## src/rtl/branch_rs.sv

```systemverilog
// Branch reservation station: a compacting age-ordered queue of jal/jalr/branch
// uops that wake on CDB broadcasts and issue oldest-ready-first to the branch unit.
module branch_rs #(
  parameter int unsigned DEPTH = 4,
  parameter int unsigned TAG_W = 6,
  parameter int unsigned ROB_W = 4
) (
  input  logic                   clk,
  input  logic                   rst,
  input  logic                   flush,
  input  logic                   disp_valid,
  output logic                   disp_ready,
  input  logic [31:0]            disp_pc,
  input  logic [31:0]            disp_pc_next,
  input  logic [6:0]             disp_opcode,
  input  logic [2:0]             disp_funct3,
  input  logic [31:0]            disp_imm,
  input  logic [ROB_W-1:0]       disp_rob_id,
  input  logic [TAG_W-1:0]       disp_rd_tag,
  input  logic                   disp_uses_rs1,
  input  logic                   disp_uses_rs2,
  input  logic                   disp_rs1_rdy,
  input  logic                   disp_rs2_rdy,
  input  logic [TAG_W-1:0]       disp_rs1_tag,
  input  logic [TAG_W-1:0]       disp_rs2_tag,
  input  logic [31:0]            disp_rs1_data,
  input  logic [31:0]            disp_rs2_data,
  input  logic                   cdb_valid,
  input  logic [TAG_W-1:0]       cdb_tag,
  input  logic [31:0]            cdb_data,
  input  logic                   stall_br,
  output logic                   iss_valid,
  output logic [31:0]            iss_pc,
  output logic [31:0]            iss_pc_next,
  output logic [31:0]            iss_imm,
  output logic [31:0]            iss_rs1_data,
  output logic [31:0]            iss_rs2_data,
  output logic [6:0]             iss_opcode,
  output logic [2:0]             iss_funct3,
  output logic [ROB_W-1:0]       iss_rob_id,
  output logic [TAG_W-1:0]       iss_rd_tag,
  output logic                   iss_uses_rs1,
  output logic                   iss_uses_rs2,
  output logic                   iss_uses_imm,
  output logic [$clog2(DEPTH):0] count
);

  localparam int unsigned IDX_W = $clog2(DEPTH);
  localparam int unsigned CNT_W = IDX_W + 1;

  typedef struct packed {
    logic [31:0]      pc;
    logic [31:0]      pc_next;
    logic [31:0]      imm;
    logic [31:0]      rs1_data;
    logic [31:0]      rs2_data;
    logic [6:0]       opcode;
    logic [2:0]       funct3;
    logic [ROB_W-1:0] rob_id;
    logic [TAG_W-1:0] rd_tag;
    logic [TAG_W-1:0] rs1_tag;
    logic [TAG_W-1:0] rs2_tag;
    logic             uses_rs1;
    logic             uses_rs2;
    logic             rs1_rdy;
    logic             rs2_rdy;
  } entry_t;

  entry_t           ent_q  [DEPTH];
  entry_t           ent_d  [DEPTH];
  entry_t           ent_w  [DEPTH];
  entry_t           ent_sh [DEPTH];
  entry_t           disp_ent;
  logic [CNT_W-1:0] count_q;
  logic [CNT_W-1:0] count_d;
  logic [DEPTH-1:0] rdy;
  logic [IDX_W-1:0] sel;
  logic [IDX_W-1:0] wr_idx;
  logic             iss_fire;
  logic             accept;
  logic             byp1;
  logic             byp2;

  // Oldest ready entry, from registered state only (no CDB-to-issue bypass).
  always_comb begin
    rdy = '0;
    sel = '0;
    for (int i = DEPTH - 1; i >= 0; i--) begin
      rdy[i] = (CNT_W'(i) < count_q) && ent_q[i].rs1_rdy && ent_q[i].rs2_rdy;
      if (rdy[i]) sel = IDX_W'(i);
    end
  end

  assign iss_valid  = |rdy;
  assign disp_ready = (count_q < CNT_W'(DEPTH));
  assign iss_fire   = iss_valid && !stall_br;
  assign accept     = disp_valid && disp_ready;
  assign wr_idx     = count_q[IDX_W-1:0] - IDX_W'(iss_fire);
  assign count_d    = count_q + CNT_W'(accept) - CNT_W'(iss_fire);

  // CDB wakeup applied to every slot before compaction.
  always_comb begin
    for (int i = 0; i < DEPTH; i++) begin
      ent_w[i] = ent_q[i];
      if (cdb_valid && !ent_q[i].rs1_rdy && (ent_q[i].rs1_tag == cdb_tag)) begin
        ent_w[i].rs1_rdy  = 1'b1;
        ent_w[i].rs1_data = cdb_data;
      end
      if (cdb_valid && !ent_q[i].rs2_rdy && (ent_q[i].rs2_tag == cdb_tag)) begin
        ent_w[i].rs2_rdy  = 1'b1;
        ent_w[i].rs2_data = cdb_data;
      end
    end
  end

  for (genvar g = 0; g < DEPTH; g++) begin : g_shift
    if (g == DEPTH - 1) begin : g_top
      assign ent_sh[g] = ent_w[g];
    end else begin : g_mid
      assign ent_sh[g] = (iss_fire && (IDX_W'(g) >= sel)) ? ent_w[g+1] : ent_w[g];
    end
  end

  // Incoming uop, with operands captured from a same-cycle broadcast.
  always_comb begin
    byp1              = cdb_valid && !disp_rs1_rdy && (disp_rs1_tag == cdb_tag);
    byp2              = cdb_valid && !disp_rs2_rdy && (disp_rs2_tag == cdb_tag);
    disp_ent.pc       = disp_pc;
    disp_ent.pc_next  = disp_pc_next;
    disp_ent.imm      = disp_imm;
    disp_ent.opcode   = disp_opcode;
    disp_ent.funct3   = disp_funct3;
    disp_ent.rob_id   = disp_rob_id;
    disp_ent.rd_tag   = disp_rd_tag;
    disp_ent.rs1_tag  = disp_rs1_tag;
    disp_ent.rs2_tag  = disp_rs2_tag;
    disp_ent.uses_rs1 = disp_uses_rs1;
    disp_ent.uses_rs2 = disp_uses_rs2;
    disp_ent.rs1_rdy  = !disp_uses_rs1 || disp_rs1_rdy || byp1;
    disp_ent.rs2_rdy  = !disp_uses_rs2 || disp_rs2_rdy || byp2;
    disp_ent.rs1_data = byp1 ? cdb_data : disp_rs1_data;
    disp_ent.rs2_data = byp2 ? cdb_data : disp_rs2_data;
  end

  always_comb begin
    ent_d = ent_sh;
    if (accept) ent_d[wr_idx] = disp_ent;
  end

  // Reset beats flush beats everything; slot payloads need no reset.
  always_ff @(posedge clk) begin
    if (!rst) begin
      count_q <= '0;
    end else if (flush) begin
      count_q <= '0;
    end else begin
      count_q <= count_d;
    end
    ent_q <= ent_d;
  end

  assign count        = count_q;
  assign iss_pc       = ent_q[sel].pc;
  assign iss_pc_next  = ent_q[sel].pc_next;
  assign iss_imm      = ent_q[sel].imm;
  assign iss_rs1_data = ent_q[sel].rs1_data;
  assign iss_rs2_data = ent_q[sel].rs2_data;
  assign iss_opcode   = ent_q[sel].opcode;
  assign iss_funct3   = ent_q[sel].funct3;
  assign iss_rob_id   = ent_q[sel].rob_id;
  assign iss_rd_tag   = ent_q[sel].rd_tag;
  assign iss_uses_rs1 = ent_q[sel].uses_rs1;
  assign iss_uses_rs2 = ent_q[sel].uses_rs2;
  assign iss_uses_imm = 1'b1;

endmodule

```

## config.mk

```make
export PLATFORM = sky130hd
export DESIGN_NAME = branch_rs
export DESIGN_NICKNAME = d
export VERILOG_FILES = /design/src/rtl/branch_rs.sv
export SDC_FILE = /design/constraint.sdc
export NUM_CORES = 2
export LEC_CHECK = 0
export BUFFER_PORTS_ARGS = -buffer_cell sky130_fd_sc_hd__buf_2
export CORE_MARGIN = 8
export CORE_UTILIZATION = 59
export CTS_CLUSTER_DIAMETER = 120
export DETAILED_ROUTE_END_ITERATION = 7
export MAX_ROUTING_LAYER = met4
export PLACE_DENSITY = 0.8
export SLEW_MARGIN = 5
export SYNTH_ARGS = -nofsm -noshare
export SYNTH_HDL_FRONTEND = slang
export SYNTH_SLANG_ARGS = --single-unit
export TNS_END_PERCENT = 10
```

## constraint.sdc

```tcl
create_clock -name clk -period 6.95 [get_ports clk]
set_input_delay 1.39 -clock clk [delete_from_list [all_inputs] [get_ports clk]]
set_output_delay 1.39 -clock clk [all_outputs]
set_load 0.05 [all_outputs]
```

==> flow_summary.ini <==
[status]
status = finished, final reports clean

[detailed_routing]
dr.first_iter.drc_count = 4555
wl_um = 127000
vias = 36277
wl_per_cell_um = 22.8
drc = 0
detail-route-antenna-nets = 0
post_drt_via_cell_ratio = 6.49
detail_route.first_pass.iterations = 6

[clocking]
cts_resized = 0
cts_tree = built
numCtsBuffers = 83
clkLatencyLatePin_ps = 650
post-cts-setup-buffer-count = 0
clock-root-buffer = clkbuf_16
hold_buffers = 0
cts.sinks = 787
cts_max_path_buffers = 3
h-tree-depth = 3
cts.clk_slew.worst_paths_ps = 70

[min_path]
holdCritPathClass = flop to flop
hold_path_end = ent_q[760]
worstHoldStart = ent_q[760]
hold_depth = 2

[placement]
routabilityCongestion = 0.867
hpwl_um = 73000
port_buffers = 426

[timing]
finalSetupViolCount = 0
worstMarginPinSlew_ps = 1260
setup_tns_ps = 0
skew_ps = 27.9
period_share = 0.821
hold_violations = 0
finalCriticalPeriod_ps = 5710
rsz0062_at_grt = false
slew_headroom = 0.155
slew_violations = 0
fmax_mhz = 175

[worst_setup_path]
worstPathMaxFanout = 80
startpoint_type = flop
crit_type = flop to output pin
crit_arrival_ps = 4320
r2r_slack_ps = 2060
end_kind = output pin
r2r-end = ent_q[65]
rr_worst_depth = 13
crit_required_ps = 5560
r2r-start = count[2]

[yosys]
synthArstFlopShare = 0
netlist_area_um2 = 38600
synth_edf_count = 130
ys_warn_count = 0
synth-seq-cells = 787
synth.yosys.seq_area_share = 0.441
synthFlopType = dfxtp_1
synth_cell_types = 54
synth_fp_nets = 4692
avgSynthCellArea_um2 = 8.69
syn_inst = 4446

[floorplanning]
core_um2 = 65300
chipHeight_um = 272
die_w_um = 272
io_pins = 428
initial_core_util = 0.592
die_area_um2 = 74000
rows = 94

[finish]
nets = 4835
area_growth_pct = 13.0
drive_gt1_frac = 0.163
utilization = 0.669
nFillCells = 5316

[grt]
grt_pass1_wl_um = 196000
grt_pass1_vias = 34844
antenna_found_initial = 64
grt-ovfl-total = 0
global_route.usage.total = 0.334
grt_start_max_net_pins = 211

[power]
power.leakage_nw = 16.4
vdd_ir_drop_max_mv = 0.303
powerDensity_nw_per_um2 = 417

[job]
cap_violations = 0
## Yosys cell counts (all sizes together) (5+ instances only)
master,number,share of area
dfxtp,657,0.34
xnor2,22,0.0050
o32a,31,0.0080
a311oi,5,0.0011
mux2,63,0.018
nand3,13,0.0017
nand3b,5,0.00097
o22ai,101,0.016
nand2b,9,0.0015
nor4,7,0.0015
o211a,31,0.0080
a21oi,255,0.033
o22a,61,0.014
or3,65,0.011
edfxtp,130,0.10
mux2i,317,0.082
a31oi,261,0.042
ha,5,0.0016
inv,42,0.0041
a22oi,30,0.0058
nand2,732,0.071
clkbuf,322,0.031
xor2,41,0.0093
a211oi,217,0.042
o221a,61,0.018
o21ai,169,0.022
o221ai,63,0.014
o211ai,32,0.0062
nor3,45,0.0058
nor2,337,0.033
nor2b,184,0.030
buf,106,0.015
## logic make-up (layout without fill, tap and decap cells)
family / after synthesis / in the layout / synth area share
compound gates: 1328 / 1328 / 0.233
xor+xnor: 63 / 63 / 0.0143
fa+ha+maj: 6 / 6 / 0.00214
buf+inv: 470 / 682 / 0.0504
flops: 787 / 787 / 0.441
mux: 380 / 380 / 0.100
other cells: 1 / 66 / 0.0000970
simple gates: 1411 / 1411 / 0.158
## where the power goes
part	internal (mW)	leakage (nW)	switching (mW)
Clock	2.50	1.32	1.91
Sequential	6.39	6.70	1.30
Combinational	2.36	8.41	3.72
## critical path: stages (launching register included)
cell and delay, ps:
dfxtp_1 360, inv_1 120, ha_1 220, and3b_1 200, a21oi_1 560, a21boi_4 440
buf_4 840, mux2i_1 200, a21oi_1 380, buf_2 340
## through the flow
stage	std cells	hold WS, ps	setup WS, ps	cell area, um^2	total power [mW]
final	5587	471	1240	43700	18.2
after global routing	5584	487	1020	43700	19.1
after CTS	5522	473	1310	43500	18.1
after detailed placement	5368	461	2000	40800	13.7
after global placement	5368	460	2070	40800	13.5
after floorplan	4446	450	951	38600	12.1
## final cells by class
cell class / count / area [um^2] / area share
Multi-Input combinational cell: 3189 / 19800 / 0.454
Sequential cell: 787 / 17100 / 0.390
Timing Repair Buffer: 486 / 2720 / 0.0623
Clock buffer: 131 / 2440 / 0.0558
Tap cell: 864 / 1080 / 0.0247
Clock inverter: 23 / 248 / 0.00567
Inverter: 42 / 163 / 0.00372
Antenna cell: 65 / 163 / 0.00372
## layout by cell type, fill, tap and decap left out, drive strengths merged, types with 65 or more instances in the layout
cell,n
o21ai,169
mux2i,317
o22ai,101
or3,65
nor2,337
nand2,732
clkbuf,131
a211oi,217
dfxtp,657
buf,486
a21oi,255
a31oi,261
edfxtp,130
diode,65
nor2b,184
## metal layers
layer	up-vias	GRT usage	part of all wire
met3	372	0.0839	0.11
met5	-	-	0
met1	17281	0.412	0.40
met2	2074	0.499	0.45
li1	16550	-	-
met4	0	0.188	0.047
## worst max path at each step
stage	depth (start not counted)	from	slack, ps	to
2_1_floorplan	12	count[2]	950	ent_q[38]
3_3_place_gp	10	count[1]	2070	iss_uses_rs2
3_5_place_dp	9	count[1]	2000	iss_rs2_data[30]
4_1_cts	10	count[2]	1310	iss_pc[31]
5_1_grt	9	count[1]	1020	iss_rs2_data[30]
6_report	9	count[2]	1240	iss_rs2_data[30]
Power figures use the tool's default switching activity.
